**config.mk**
```make
export PLATFORM = sky130hd
export DESIGN_NAME = control_maestro
export DESIGN_NICKNAME = d
export VERILOG_FILES = /design/src/rtl/control_maestro.sv
export SDC_FILE = /design/constraint.sdc
export NUM_CORES = 1
export LEC_CHECK = 0
export BUFFER_PORTS_ARGS = -buffer_cell sky130_fd_sc_hd__buf_2
export CORE_AREA = 4 4 53 103
export CTS_CLUSTER_SIZE = 28
export DETAILED_ROUTE_END_ITERATION = 7
export DIE_AREA = 0 0 57 107
export SYNTH_ARGS = -nofsm -noshare
export SYNTH_HDL_FRONTEND = slang
export SYNTH_SLANG_ARGS = --single-unit
export TNS_END_PERCENT = 1
```
**constraint.sdc**
```tcl
create_clock -name clk -period 5.1 [get_ports clk]
set_input_delay 1.02 -clock clk [delete_from_list [all_inputs] [get_ports clk]]
set_output_delay 1.02 -clock clk [all_outputs]
set_load 0.01 [all_outputs]
```
**src/rtl/control_maestro.sv**
```systemverilog
// Bus transaction master: arbitrates write/read/refresh requests and sequences
// DIR -> DAT -> cambio phases until the owning machine signals completion.
module control_maestro #(
  parameter int unsigned T_FASE     = 4,
  parameter int unsigned T_REFRESCO = 1000,
  parameter int unsigned MAX_PASOS  = 16
) (
  input  logic clk,
  input  logic reset,
  input  logic Req_Esc,
  input  logic Req_Lect,
  input  logic Term_Lect,
  input  logic Term_Esc,
  output logic Lectura,
  output logic Escritura,
  output logic DIR,
  output logic DAT,
  output logic cambio_estado,
  output logic Ocupado,
  output logic Err_Timeout
);

  localparam int REF_W  = $clog2(T_REFRESCO);
  localparam int PH_W   = 8;
  localparam int STEP_W = $clog2(MAX_PASOS + 1);

  typedef enum logic [2:0] {
    IDLE   = 3'd0,
    GRANT  = 3'd1,
    F_DIR  = 3'd2,
    F_DAT  = 3'd3,
    F_CAMB = 3'd4,
    FIN    = 3'd5
  } state_t;

  state_t              state;
  logic [REF_W-1:0]    ref_cnt;
  logic [PH_W-1:0]     phase_cnt;
  logic [STEP_W-1:0]   step_cnt;
  logic                pend_esc;
  logic                pend_lect;
  logic                owner_esc;
  logic                done_lat;
  logic                term_lect_q;
  logic                term_esc_q;

  logic wrap;
  logic term_edge;
  logic phase_end;
  logic last_step;
  logic want_esc;
  logic want_lect;
  logic in_txn;

  assign wrap      = (ref_cnt == REF_W'(T_REFRESCO - 1));
  assign term_edge = owner_esc ? (Term_Esc & ~term_esc_q) : (Term_Lect & ~term_lect_q);
  assign phase_end = (phase_cnt == PH_W'(T_FASE - 1));
  assign last_step = (step_cnt == STEP_W'(MAX_PASOS - 1));
  // Requests and a refresh wrap seen in IDLE compete in the same cycle they arrive.
  assign want_esc  = pend_esc | Req_Esc;
  assign want_lect = pend_lect | Req_Lect | wrap;
  assign in_txn    = (state == GRANT) || (state == F_DIR) || (state == F_DAT) || (state == F_CAMB);

  always_ff @(posedge clk or negedge reset) begin
    if (!reset) begin
      ref_cnt     <= '0;
      term_lect_q <= 1'b0;
      term_esc_q  <= 1'b0;
    end else begin
      ref_cnt     <= wrap ? '0 : ref_cnt + REF_W'(1);
      term_lect_q <= Term_Lect;
      term_esc_q  <= Term_Esc;
    end
  end

  always_ff @(posedge clk or negedge reset) begin
    if (!reset) begin
      state         <= IDLE;
      phase_cnt     <= '0;
      step_cnt      <= '0;
      pend_esc      <= 1'b0;
      pend_lect     <= 1'b0;
      owner_esc     <= 1'b0;
      done_lat      <= 1'b0;
      Lectura       <= 1'b0;
      Escritura     <= 1'b0;
      DIR           <= 1'b0;
      DAT           <= 1'b0;
      cambio_estado <= 1'b0;
      Ocupado       <= 1'b0;
      Err_Timeout   <= 1'b0;
    end else begin
      // NOTE: non-blocking defaults here are overridden by later assignments in
      // this block, so every strobe is a clean one-cycle pulse on phase entry.
      Lectura       <= 1'b0;
      Escritura     <= 1'b0;
      DIR           <= 1'b0;
      DAT           <= 1'b0;
      cambio_estado <= 1'b0;
      pend_esc      <= want_esc;
      pend_lect     <= want_lect;
      if (in_txn && term_edge) done_lat <= 1'b1;

      case (state)
        IDLE: begin
          if (want_esc || want_lect) begin
            state       <= GRANT;
            Ocupado     <= 1'b1;
            Err_Timeout <= 1'b0;
            done_lat    <= 1'b0;
            step_cnt    <= '0;
            owner_esc   <= want_esc;
            if (want_esc) begin
              Escritura <= 1'b1;
              pend_esc  <= 1'b0;
            end else begin
              Lectura   <= 1'b1;
              pend_lect <= 1'b0;
            end
          end
        end
        GRANT: begin
          state     <= F_DIR;
          DIR       <= 1'b1;
          phase_cnt <= '0;
        end
        F_DIR: begin
          if (phase_end) begin
            state     <= F_DAT;
            DAT       <= 1'b1;
            phase_cnt <= '0;
          end else begin
            phase_cnt <= phase_cnt + PH_W'(1);
          end
        end
        F_DAT: begin
          if (phase_end) begin
            state         <= F_CAMB;
            cambio_estado <= 1'b1;
            phase_cnt     <= '0;
          end else begin
            phase_cnt <= phase_cnt + PH_W'(1);
          end
        end
        F_CAMB: begin
          if (phase_end) begin
            phase_cnt <= '0;
            // A Term edge in this very cycle still counts as completion.
            if (done_lat || term_edge) begin
              state <= FIN;
            end else if (last_step) begin
              state       <= FIN;
              Err_Timeout <= 1'b1;
            end else begin
              state    <= F_DIR;
              DIR      <= 1'b1;
              step_cnt <= step_cnt + STEP_W'(1);
            end
          end else begin
            phase_cnt <= phase_cnt + PH_W'(1);
          end
        end
        FIN: begin
          state    <= IDLE;
          Ocupado  <= 1'b0;
          done_lat <= 1'b0;
          step_cnt <= '0;
        end
        default: begin
          state   <= IDLE;
          Ocupado <= 1'b0;
        end
      endcase
    end
  end

endmodule

```
==> impl_metrics.csv <==
group,metric,value,unit
synthesis,async_flop_share,100,%
clock_network,numCtsBuffers,5,
clock_network,clkTransAtPathRegs,0.07,ns
floorplanning,initial_utilization,39.6,%
cells_and_area,layout-drive-gt1-share,17.8,%
worst_setup_path,cp_max_fo,5,
worst_setup_path,cp.required,5.27,ns
power_and_ir_drop,clockPowerShare,28.9,%
power_and_ir_drop,power.density,435,nW/µm²
synthesis,synth-seq-area-share,53.0,%
synthesis,synth.top_cells.by_area,"dfrtp_1 53%, xor2_1 3.8%, nor2_1 3.7%, nand2_1 3.3%, and3_1 2.7%",
clock_network,cts_setup_buffers,0,
placed_design,dp.cells,238,
floorplanning,fp-row-count,35,
timing,setup_slack,2.38,ns
synthesis,synth_edf_count,0,
timing,hold_viol,0,
run,max_cap_violations,0,
timing,period_minus_slack,2.72,ns
floorplanning,core,4640,µm²
floorplanning,dieArea,6100,µm²
routing,drt-total-wl,3540,µm
placed_design,dp_hpwl,2750,µm
synthesis,netlist_instances,177,
routing,drc,0,
worst_setup_path,cp-start-kind,"register",
clock_network,hold_buffers,0,
grt,grt_pass1_wl,6300,µm
power_and_ir_drop,irDropWorstVdd,0.322,mV
timing,max_clock_freq,368,MHz
placed_design,portBuffers,12,
routing,vias,1326,
synthesis,syn-num-nets,187,
routing,vias_per_cell,5.39,
cells_and_area,seqCellArea,976,µm²
grt,antenna_found_initial,0,
cells_and_area,num_antenna_cells,0,
power_and_ir_drop,combPwrFrac,25.2,%
power_and_ir_drop,power_switching,0.000283,W
worst_hold_path,hp-class,"register to register",
worst_setup_path,crit_start,"step_cnt[0]",
clock_network,ctsResizeCount,0,
power_and_ir_drop,p_leak,0.977,nW
grt,grt_max_degree,40,
timing,tns,0,ns
routing,firstDrtPassIters,4,
synthesis,synth-seq-cells,39,
worst_setup_path,reg2reg_from,"step_cnt[0]",
floorplanning,die_w,57,µm
timing,skew,0.0110,ns
clock_network,clockBufferDepth,2,
worst_setup_path,crit_arrival,2.89,ns
worst_hold_path,holdCritStartpoint,"Ocupado",
power_and_ir_drop,internal_power,0.000614,W
timing,grt_setup_unrepaired,"no",
clock_network,cts_tree,"done",
status,status,"complete, no violations",
routing,wl_per_cell,14.4,µm
timing,final.period_utilization,53.3,%
clock_network,clock-root-buffer,"clkbuf_8",
timing,tightestPinTransition,1.02,ns
placed_design,place_congestion,0.767,
synthesis,yosysWarningCount,0,
floorplanning,die_h,107,µm
grt,grt_pass1_vias,1390,
routing,drt_iter0_drc,18,
clock_network,clk_latency,0.29,ns
synthesis,synth_area,1840,µm²
synthesis,post-synth-top-area-cell,"dfrtp_1",
power_and_ir_drop,seqPwrFrac,45.9,%
synthesis,synth_common_cells,"39 x dfrtp_1, 18 x nor2_1, 16 x nand2_1",
timing,slew_viol_final,0,
cells_and_area,nets,200,
clock_network,h-tree-depth,2,
timing,slew_headroom,31.3,%
synthesis,synth.distinct_cells,44,
synthesis,yosysTopAreaCellShare,53.0,%
worst_setup_path,critical_path_class,"register to register",
cells_and_area,fin_cells,246,
cells_and_area,syn2layout_area_growth,12.0,%
placed_design,dp_slack,2.17,ns
cells_and_area,multi_input_area,821,µm²
worst_setup_path,end_kind,"register",
power_and_ir_drop,sw_frac_of_total,31.5,%
routing,final_antenna_net_count,0,
timing,setup_viol,0,
grt,grtUsageTotal,13.4,%
grt,grt-ovfl-total,0,
synthesis,ys.flop_type,"dfrtp_1",
clock_network,clock_sinks,39,
cells_and_area,nFillCells,462,
synthesis,syn_area_per_cell,10.4,µm²
synthesis,synth.most_common_cell,"dfrtp_1",
floorplanning,io_pins,13,
==> power groups by stage <==
stage / sequential (W) / combinational (W) / clock [W]
floorplan: 0.000397 / 0.000188 / 0
global placement: 0.000414 / 0.000223 / 0
detailed placement: 0.000418 / 0.000229 / 0
CTS: 0.000412 / 0.000230 / 0.000269
global route: 0.000422 / 0.000261 / 0.000280
finish: 0.000412 / 0.000226 / 0.000259
==> metrics by stage <==
step	area (µm²)	hold slack (ns)	utilization (%)	power (W)
6_report	2060	0.474	44.4	0.000896
3_5_place_dp	1940	0.463	41.9	0.000647
5_1_grt	2060	0.489	44.4	0.000963
4_1_cts	2060	0.481	44.4	0.000911
2_1_floorplan	1840	0.448	-	0.000585
3_3_place_gp	1940	0.459	41.9	0.000637
==> cell type report <==
type / count / area share, %
repair buffers: 12 / 2.91
multi-input cells: 128 / 39.8
flip-flops and latches: 39 / 47.4
well taps: 55 / 3.34
clock inverters: 2 / 1.70
clock buffers: 6 / 4.01
inverters: 4 / 0.850
==> layout by cell type, fill, tap and decap left out, drive strengths merged, types with 2 or more instances in the layout <==
master / n
dfrtp: 39
nor2: 18
nand2: 16
buf: 12
and3: 10
o21ai: 9
a21oi: 8
xor2: 8
nand3: 6
clkbuf: 6
nor2b: 5
ha: 4
inv: 4
nor4: 4
nor3: 3
or2: 3
and4: 3
a22o: 3
a31oi: 2
or3: 2
a21o: 2
xnor2: 2
nand2b: 2
mux2i: 2
o31ai: 2
mux2: 2
==> kinds of logic (layout without fill, tap and decap cells) <==
| kind of cell | count (synthesis) | after routing | share of synthesized area, % |
|---|---|---|---|
| multiplexers | 4 | 4 | 2.52 |
| adder cells (fa/ha/maj) | 4 | 4 | 2.72 |
| buffers and inverters | 10 | 24 | 2.38 |
| flip-flops | 39 | 39 | 53.0 |
| XOR/XNOR | 10 | 10 | 4.76 |
| AND/OR/NAND/NOR | 77 | 77 | 23.0 |
| AO/OA/AOI/OAI | 33 | 33 | 11.6 |
==> sequential cells by signal (all words and copies together) (netlist names) <==
name	count
DAT	1
owner_esc	1
state	3
done_lat	1
term_lect_q	1
DIR	1
pend_lect	1
Err_Timeout	1
cambio_estado	1
Ocupado	1
Escritura	1
pend_esc	1
term_esc_q	1
Lectura	1
ref_cnt	10
step_cnt	5
phase_cnt	8
==> metal layers <==
metal	wire, µm	GRT usage (%)
met2	2060	24.7
met3	84	3.13
met5	0	0
met1	1290	13.4
met4	107	7.30
==> final timing paths <==
| check | slack (ns) | end | cells past startpoint |
|---|---|---|---|
| min in group asynchronous | 0.83 | pend_lect | 1 |
| max in group asynchronous | 3.74 | step_cnt[1] | 1 |
| worst min register to register | 0.47 | Ocupado | 2 |
| worst max register to register | 2.38 | step_cnt[0] | 7 |
| worst min-delay path | 0.47 | Ocupado | 2 |
| worst max-delay path | 2.38 | step_cnt[0] | 7 |
==> critical path, cell delays in order (launching register included) <==
cell and delay [ns]:
dfrtp_1 0.43, ha_1 0.25, and3_1 0.19, ha_1 0.21, nor4_1 0.64, o21ai_0 0.30, a211o_1 0.32, mux2_4 0.26
(Power assumes the default switching activity.)
